$ cat src/rtl/matrix_pkg.sv
// Shared types and widths for the matrix add/subtract sequencer.
// Optional feature macro used by this slice: MATRIX_ADDSUB_ABORT_EN.
package matrix_pkg;

    localparam int ELEM_W = 4;
    localparam int RES_W  = 5;

    typedef enum logic [1:0] {
        IDLE = 2'd0,
        RUN  = 2'd1,
        DONE = 2'd2
    } state_t;

    // Element index width; a 1x1 matrix still needs a 1-bit counter.
    function automatic int idx_width(input int n);
        return (n > 1) ? $clog2(n) : 1;
    endfunction

endpackage

$ cat src/rtl/matrix_addsub_seq_if.sv
// Operand/result bus of the matrix add/subtract sequencer.
// MATRIX_ADDSUB_ABORT_EN adds the abort request line.
interface matrix_addsub_seq_if #(
    parameter int ROWS = 2,
    parameter int COLS = 2
);
    import matrix_pkg::*;

    localparam int N = ROWS * COLS;

    // Handshake: start is a request taken only while idle, together with op,
    // a_flat and b_flat; busy covers RUN and DONE; done is a one-cycle pulse
    // after which c_flat stays stable until the next accepted start.
    logic                  start;
    logic                  op;
    logic [ELEM_W*N-1:0]   a_flat;
    logic [ELEM_W*N-1:0]   b_flat;
    logic [RES_W*N-1:0]    c_flat;
    logic                  busy;
    logic                  done;
`ifdef MATRIX_ADDSUB_ABORT_EN
    logic                  abort;

    modport master (
        output start, op, a_flat, b_flat, abort,
        input  c_flat, busy, done
    );

    modport slave (
        input  start, op, a_flat, b_flat, abort,
        output c_flat, busy, done
    );
`else
    modport master (
        output start, op, a_flat, b_flat,
        input  c_flat, busy, done
    );

    modport slave (
        input  start, op, a_flat, b_flat,
        output c_flat, busy, done
    );
`endif

endinterface

$ cat src/rtl/AdderSubtractor.sv
// Shared 4-bit adder/subtractor datapath with a 5-bit result.
// Add: bit 4 is the carry. Sub: 5-bit two's complement, bit 4 set iff A < B.
module AdderSubtractor
    import matrix_pkg::*;
(
    input  logic [ELEM_W-1:0] A,
    input  logic [ELEM_W-1:0] B,
    input  logic              Op,
    output logic [RES_W-1:0]  S
);

    always_comb begin
        S = '0;
        if (Op) begin
            S = {1'b0, A} - {1'b0, B};
        end else begin
            S = {1'b0, A} + {1'b0, B};
        end
    end

endmodule

$ cat src/rtl/matrix_addsub_seq.sv
// Element-serial matrix add/subtract: one shared AdderSubtractor, one element per cycle.
// MATRIX_ADDSUB_ABORT_EN adds an abort request honoured only in RUN.
module matrix_addsub_seq
    import matrix_pkg::*;
#(
    parameter int ROWS = 2,
    parameter int COLS = 2
) (
    input  logic               clk,
    input  logic               rst_n,
    matrix_addsub_seq_if.slave bus,
    output state_t             state_dbg
);

    localparam int N     = ROWS * COLS;
    localparam int IDX_W = idx_width(N);
    localparam int AW    = ELEM_W * N;
    localparam int CW    = RES_W * N;

    state_t             state_q, state_d;
    logic [IDX_W-1:0]   idx_q, idx_d;
    logic [AW-1:0]      a_q, a_d;
    logic [AW-1:0]      b_q, b_d;
    logic               op_q, op_d;
    logic [CW-1:0]      c_q, c_d;

    logic [ELEM_W-1:0]  a_sel;
    logic [ELEM_W-1:0]  b_sel;
    logic [RES_W-1:0]   sum;
    logic               last_elem;
    logic               abort_req;

`ifdef MATRIX_ADDSUB_ABORT_EN
    assign abort_req = bus.abort;
`else
    assign abort_req = 1'b0;
`endif

    // Operands come only from the latched copies, so bus changes mid-run are invisible.
    assign a_sel     = a_q[int'(idx_q)*ELEM_W +: ELEM_W];
    assign b_sel     = b_q[int'(idx_q)*ELEM_W +: ELEM_W];
    assign last_elem = (idx_q == IDX_W'(N - 1));

    AdderSubtractor u_addsub (
        .A  (a_sel),
        .B  (b_sel),
        .Op (op_q),
        .S  (sum)
    );

    always_comb begin
        state_d = state_q;
        idx_d   = idx_q;
        a_d     = a_q;
        b_d     = b_q;
        op_d    = op_q;
        c_d     = c_q;

        case (state_q)
            IDLE: begin
                if (bus.start) begin
                    state_d = RUN;
                    a_d     = bus.a_flat;
                    b_d     = bus.b_flat;
                    op_d    = bus.op;
                    c_d     = '0;
                    idx_d   = '0;
                end
            end
            RUN: begin
                // The element addressed this cycle is written even when aborting.
                c_d[int'(idx_q)*RES_W +: RES_W] = sum;
                if (abort_req) begin
                    state_d = IDLE;
                    idx_d   = '0;
                end else if (last_elem) begin
                    state_d = DONE;
                    idx_d   = '0;
                end else begin
                    idx_d = idx_q + IDX_W'(1);
                end
            end
            DONE: begin
                state_d = IDLE;
            end
            default: begin
                state_d = IDLE;
            end
        endcase
    end

    always_ff @(posedge clk) begin
        if (!rst_n) begin
            state_q <= IDLE;
            idx_q   <= '0;
            a_q     <= '0;
            b_q     <= '0;
            op_q    <= 1'b0;
            c_q     <= '0;
        end else begin
            state_q <= state_d;
            idx_q   <= idx_d;
            a_q     <= a_d;
            b_q     <= b_d;
            op_q    <= op_d;
            c_q     <= c_d;
        end
    end

    assign bus.c_flat = c_q;
    assign bus.busy   = (state_q != IDLE);
    assign bus.done   = (state_q == DONE);
    assign state_dbg  = state_q;

endmodule

$ cat src/flat_wrapper.sv
// flat-port wrapper written by rule: the top's interface ports become plain ports
module matrix_addsub_seq_flat import matrix_pkg::*;
#(
    parameter int ROWS = 2,
    parameter int COLS = 2
)
  (clk, rst_n, state_dbg, bus_start, bus_op, bus_a_flat, bus_b_flat, bus_c_flat, bus_busy, bus_done);
  matrix_addsub_seq_if #(.ROWS(ROWS), .COLS(COLS)) bus_i ();
  input  logic clk;
  input  logic rst_n;
  output state_t state_dbg;
  input wire logic [$bits(bus_i.start)-1:0] bus_start;
  input wire logic [$bits(bus_i.op)-1:0] bus_op;
  input wire logic [$bits(bus_i.a_flat)-1:0] bus_a_flat;
  input wire logic [$bits(bus_i.b_flat)-1:0] bus_b_flat;
  output wire logic [$bits(bus_i.c_flat)-1:0] bus_c_flat;
  output wire logic [$bits(bus_i.busy)-1:0] bus_busy;
  output wire logic [$bits(bus_i.done)-1:0] bus_done;
  assign bus_i.start = bus_start;
  assign bus_i.op = bus_op;
  assign bus_i.a_flat = bus_a_flat;
  assign bus_i.b_flat = bus_b_flat;
  assign bus_c_flat = bus_i.c_flat;
  assign bus_busy = bus_i.busy;
  assign bus_done = bus_i.done;
  matrix_addsub_seq #(.ROWS(ROWS), .COLS(COLS)) u_core (.clk(clk), .rst_n(rst_n), .bus(bus_i), .state_dbg(state_dbg));
endmodule
$ cat config.mk
export PLATFORM = sky130hd
export DESIGN_NAME = matrix_addsub_seq_flat
export DESIGN_NICKNAME = d
export VERILOG_FILES = /design/src/rtl/matrix_pkg.sv /design/src/rtl/matrix_addsub_seq_if.sv /design/src/rtl/AdderSubtractor.sv /design/src/rtl/matrix_addsub_seq.sv /design/src/flat_wrapper.sv
export SDC_FILE = /design/constraint.sdc
export NUM_CORES = 1
export LEC_CHECK = 0
export ABC_AREA = 0
export ABC_CLOCK_PERIOD_IN_PS = 3200
export CORE_MARGIN = 3
export CORE_UTILIZATION = 35
export CTS_CLUSTER_DIAMETER = 50
export DETAILED_ROUTE_END_ITERATION = 7
export PLACE_DENSITY = 0.58
export SYNTH_ARGS = -nofsm -noshare
export SYNTH_HDL_FRONTEND = slang
export SYNTH_SLANG_ARGS = --single-unit
$ cat constraint.sdc
create_clock -name clk -period 3.2 [get_ports clk]
set_input_delay 0.8 -clock clk [delete_from_list [all_inputs] [get_ports clk]]
set_output_delay 0.8 -clock clk [all_outputs]
set_load 0.01 [all_outputs]
==> qor.yml <==
outcome:
  status: "completed"
synthesis:
  yosys_register_bits: 57
  synth_area_per_cell_um2: 9.16
  ys_types: 34
  yosysTopAreaCell: "dfxtp_1"
  synthTopCellsByArea: "dfxtp_1 (42%), nand2_1 (11%), a21boi_0 (9.8%)"
  synth_area_um2: 2690
  synth-edff-count: 0
  yosysSeqAreaShare_pct: 42.5
  synth_top_area_share_pct: 42.5
  synth_most_common_cell: "nand2_1"
  synthArstFlopShare_pct: 0
  ys.flop_type: "dfxtp_1"
  synthTopCellsByCount: "nand2_1 (78), dfxtp_1 (57), a21boi_0 (35), nor2b_1 (19), clkbuf_1 (14)"
  syn-num-nets: 339
  yosys_warnings: 0
  syn_inst: 293
flow_run:
  maxCapViolCount: 0
finish:
  drive_gt1_share_pct: 7.61
  fill_cells: 713
  antenna_cells: 0
  area_growth_pct: 32.7
  layout.nets: 397
timing:
  fmax_mhz: 352
  worst_slew_pin_slew_ns: 0.807
  relSlewSlack_pct: 45.7
  hold_viol_final: 0
  setup_viol: 0
  fin_skew_ns: 0.00729
  tns_ns: 0
  period_share_pct: 88.9
  final.min_clock_period_ns: 2.84
  report.final.slew_viol_count: 0
  rsz0062_at_grt: "no"
clock_network:
  clock_tree.root_cell: "clkbuf_8"
  cts_buffer_depth: 2
  cts.sink_count: 57
  cts_tree: "yes"
  path_clk_slew_ns: 0.06
  cts_max_level: 3
  clkLatencyLatePin_ns: 0.33
  numCtsBuffers: 9
global_routing:
  grt_pass1_wl_um: 10400
  gr-usage-all-layers_pct: 15.3
  grt_max_degree: 34
  grt_pass1_vias: 2156
  grt_antenna_before_repair: 0
  overflow: 0
floorplanning:
  num_io_pins: 60
  die_w_um: 93.6
  die_h_um: 93.6
  num_rows: 31
  coreArea_um2: 7330
  initial_utilization_pct: 36.6
  dieArea_um2: 8760
critical_path:
  crit_chain: "buf_4 -> mux4_1 -> inv_1 -> ha_1 -> inv_1 -> fa_1 -> a21o_1 -> a21oi_1 -> xor2_2 -> o21ai_1"
  cp.buffers_inverters: 3
  cp_slowest_cell: "mux4_1"
  crit_fanout: 11
  criticalPathCategory: "flip-flop to flip-flop"
  cp.required_ns: 3.42
  start_kind: "flip-flop"
  cpMostUsedCell: "inv_1"
  crit_family: "multiplexers"
  crit_path_end_kind: "flip-flop"
  cp.arrival_ns: 3.06
  slowest_delay_ns: 0.57
power:
  ir_drop_uv: 177
  power_uw: 1740
  p_leak_uw: 0.00133
  p_per_area_nw_per_um2: 489
drt:
  num_vias: 2174
  wire_per_inst_um: 13.5
  dr.pass1.iters: 4
  via_per_inst: 4.79
  drtIter0Drc: 63
  finalWirelength_um: 6130
  ant_nets: 0
  drcViolationCount: 0
worst_hold_path:
  min_path_type: "flip-flop to flip-flop"
placed_design:
  io_buffers: 59
  place.gp.congestion: 0.832
  place_hpwl_um: 4620
## flip-flops by register name, summed over array words and instances, names as in the netlist
name               count
u_core.op_q            1
u_core.b_q            16
u_core.bus.c_flat     20
u_core.state_dbg       2
u_core.a_q            16
u_core.idx_q           2
## worst reg2reg max path, delay by kind of cell, from the launching register on
| kind | cells | cell delay (ns) |
|---|---|---|
| fa+ha+maj | 2 | 0.55 |
| mux | 1 | 0.58 |
| xor+xnor | 1 | 0.22 |
| compound gates | 3 | 0.52 |
| buf+inv | 3 | 0.38 |
| flops | 1 | 0.48 |
## area by class of cell
class | count | area, um2 | area share, %
Multi-Input combinational cell | 207 | 1430 | 40.0
Sequential cell | 57 | 1140 | 32.0
Timing Repair Buffer | 65 | 636 | 17.8
Clock buffer | 12 | 155 | 4.35
Tap cell | 99 | 124 | 3.48
Inverter | 11 | 41.3 | 1.16
Clock inverter | 3 | 40.0 | 1.12
## through the flow
step	instances	worst slack, ns	utilization, %	hold slack [ns]	cell area, um2
6_report	454	0.356	48.6	0.463	3560
4_1_cts	454	0.223	48.5	0.467	3560
5_1_grt	454	0.129	48.6	0.488	3560
3_5_place_dp	439	0.248	45.9	0.458	3360
3_3_place_gp	439	0.335	45.9	0.449	3360
2_1_floorplan	293	0.398	-	0.439	2690
## report_power, final
part	switching (uW)	internal [uW]	leakage, uW	total [uW]
Clock	270	395	0.000102	665
Sequential	23.0	743	0.000465	766
Combinational	161	150	0.000764	311
## per-layer routing
layer | part of all wire (%) | routed length, um | vias up | GRT usage [%]
met1 | 49 | 3020 | 991 | 20.6
met5 | 0 | 0 | - | 0
met3 | 4.7 | 288 | 8 | 3.38
met4 | 1.7 | 102 | 0 | 7.82
met2 | 44 | 2720 | 50 | 23.0
li1 | - | - | 1125 | -
## final timing paths
check | from | to | slack [ns] | depth (start not counted)
worst max-delay path | u_core.idx_q[0] | u_core.bus.c_flat[14] | 0.36 | 10
worst min register to register | u_core.a_q[7] | u_core.a_q[7] | 0.46 | 2
worst min-delay path | u_core.a_q[7] | u_core.a_q[7] | 0.46 | 2
worst max register to register | u_core.idx_q[0] | u_core.bus.c_flat[14] | 0.36 | 10
## logic make-up after synthesis
kind of cell	count (synthesis)	share of synthesized area [%]
buffers and inverters	29	4.57
DFF	57	42.5
AOI/OAI and AO/OA	66	18.4
adders and majority gates	10	4.94
xor gates and xnor gates	4	1.58
and+or+nand+nor	118	20.2
muxes	9	7.78
## timing repair
item / CTS / global route
setup buffers: 0 / 0
resized for setup: 0 / 1
hold buffers: 0 / 0
setup endpoints to repair: 0 / 4
## cells in the final DEF, fill, tap and decap left out, drive strengths merged
| cell | synthesis | routed |
|---|---|---|
| a21boi | 35 | 35 |
| a21o | 5 | 5 |
| a21oi | 1 | 1 |
| a22oi | 13 | 13 |
| and2 | 1 | 1 |
| and3 | 1 | 1 |
| and4 | 2 | 2 |
| and4b | 1 | 1 |
| and4bb | 1 | 1 |
| buf | 3 | 6 |
| bufinv | 0 | 1 |
| clkbuf | 15 | 12 |
| clkdlybuf4s50 | 0 | 59 |
| clkinv | 0 | 2 |
| dfxtp | 57 | 57 |
| fa | 1 | 1 |
| ha | 9 | 9 |
| inv | 11 | 11 |
| mux2i | 1 | 1 |
| mux4 | 8 | 8 |
| nand2 | 78 | 78 |
| nand2b | 1 | 1 |
| nand3 | 8 | 8 |
| nor2 | 3 | 3 |
| nor2b | 19 | 19 |
| nor3b | 2 | 2 |
| nor4 | 1 | 1 |
| o21ai | 5 | 5 |
| o21bai | 1 | 1 |
| o31ai | 6 | 6 |
| xnor2 | 1 | 1 |
| xor2 | 3 | 3 |
Power figures use the tool's default switching activity.
==> variant, RTL diff (same flow settings) <==
Take the reset off `a_q` and load it in a clocked block of its own.
--- a/src/rtl/matrix_addsub_seq.sv
+++ b/src/rtl/matrix_addsub_seq.sv
@@ -95,3 +95,2 @@
             idx_q   <= '0;
-            a_q     <= '0;
             b_q     <= '0;
@@ -102,3 +101,2 @@
             idx_q   <= idx_d;
-            a_q     <= a_d;
             b_q     <= b_d;
@@ -107,2 +105,6 @@
         end
+    end
+
+    always_ff @(posedge clk) begin
+        a_q <= a_d;
     end
Function: same outputs for any inputs over 10 cycles, from zero or initial values and one cycle with rst_n low; that may be too few to reach the edited logic, so the function may still have changed.
==> variant against the original RTL <==
  * Total power is 8.4% higher
  * Setup slack worse by 13 ps
  * Final area is 1.5% lower
  * Sequential cell count stayed put
  * Clock skew is 2.1 ps lower
  * Routed wire length is 14% lower
  * Worst hold slack worse by 12 ps
  * Die area is 4.2% lower
  * Area after synthesis is 4.5% lower
  * Critical endpoint is now u_core.bus.c_flat[13]
  * Largest power group unchanged
==> variant: results (changes against the original RTL) <==
dp_hpwl_microns: 3979  # -14%
worstRegToRegCells: 9  # -1
gp_congestion: 0.7685  # -7.6%
antenna_found_initial: 0  # unchanged
yosysWarnings: 0  # unchanged
first_iter_violations: 64  # +1.6%
wirelength_microns: 5286  # -14%
hold-path-endpoint: "u_core.b_q[4]"
first_pass_iters: 4  # unchanged
syn_inst: 236  # -19%
hold_depth: 2  # unchanged
peakVddDrop_uv: 250.8  # +42%
dp.cells: 387  # -12%
clkLatencyLatePin_ps: 330  # about the same
nets: 348  # -12%
synth_commonest_cells: "44 x nand2_1, 41 x dfxtp_1, 19 x nor2b_1, 17 x a21boi_1, 16 x edfxtp_1"
drive_gt1_share_pct: 10.75  # +3.1 points
placed_area_sq_mm: 0.003277  # -2.6%
mappedNetlistNets: 282  # -17%
largest_reg_flops: 20  # unchanged
hp-start: "u_core.b_q[4]"
clockRootBuffer: "clkbuf_8"
p_leak_nw: 1.284  # -3.5%
ys_top_cells_by_area: "dfxtp_1 32%, edfxtp_1 19%, nand2_1 6.4%"
r2r_start: "u_core.idx_q[0]"
yosys.cell_types.count: 36  # +5.9%
routed-via-count: 1918  # -12%
slew_headroom_pct: 53.76  # +8.1 points
worstPathArrival_ps: 3060  # about the same
synth_edf_count: 16  # +16
final_hold_viol_count: 0  # unchanged
io_buffers: 59  # unchanged
post_cts_buffers: 0  # unchanged
r2r-end: "u_core.bus.c_flat[13]"
fin_hold_ws_ps: 450.4  # -12.16 ps
grtUsageTotal_pct: 13.11  # -2.2 points
grt_pass1_wl_microns: 8728  # -16%
slowest_stage: "mux4_1"
path_clk_slew_ps: 70
slowest_delay_ps: 630  # +60 ps
cts_max_path_buffers: 2  # unchanged
status: "finished, final reports clean"
async_reset_ff_share_pct: 0  # unchanged
critical_path_peak_fanout: 4  # -7
grt_max_degree: 34  # unchanged
vias_per_cell: 4.759  # -0.61%
critPathTopFamily: "multiplexers"
grt_pass1_vias: 1849  # -14%
yosysSeqAreaShare_pct: 50.73  # +8.2 points
num_antenna_cells: 0  # unchanged
hp-class: "reg -> reg"
numCtsBuffers: 9  # unchanged
clock_skew_ps: 5.221  # -2.070 ps
ctsResizeCount: 0  # unchanged
reg2reg_slack_ps: 340
htree_num_levels: 3  # unchanged
[variant: logic make-up after synthesis]
group	count (synthesis)	share of synthesized area [%]
fa+ha+maj	10	5.171
flops	57	50.73
mux	9	7.561
simple gates	83	16.00
buf+inv	23	4.293
xor+xnor	4	1.659
compound gates	50	14.59
[variant: final cells by class]
type	instances	area (sq um)
multi-input cells	156	1154
well taps	96	120.1
clock buffers	9	123.9
repair buffers	66	643.1
clock inverters	7	108.9
fillers	649	3435
flip-flops and latches	57	1301
inverters	12	58.81
[variant: worst register-to-register path, stage by stage, from the launching register on]
cell and delay [ps]:
dfxtp_1 400, mux4_1 630, inv_1 80, ha_1 220
mux2i_1 230, ha_1 280, nor2b_1 120, o21ai_0 160
nor3b_1 470, o31ai_1 140
[variant: worst max path at each step]
stage,to,from,slack (ps)
after floorplan,u_core.bus.c_flat[13],u_core.idx_q[0],410
after global placement,u_core.bus.c_flat[18],u_core.idx_q[0],390
after detailed placement,u_core.bus.c_flat[13],u_core.idx_q[0],340
after CTS,u_core.bus.c_flat[13],u_core.idx_q[0],300
after global routing,u_core.bus.c_flat[3],u_core.idx_q[0],60
final,u_core.bus.c_flat[13],u_core.idx_q[0],340
[variant: power breakdown]
group / switching (mW) / internal, mW / leakage (nW)
clock network: 0.280 / 0.509 / 0.112
registers: 0.0168 / 0.778 / 0.487
logic: 0.153 / 0.151 / 0.685
[variant: routing by layer]
metal | global-route usage [%] | part of all wire (%) | up-vias
met2 | 19.96 | 45 | 50
li1 | - | - | 964
met5 | 0 | 0 | -
met3 | 4.308 | 5.9 | 8
met1 | 16.80 | 47 | 896
met4 | 6.030 | 1.6 | 0
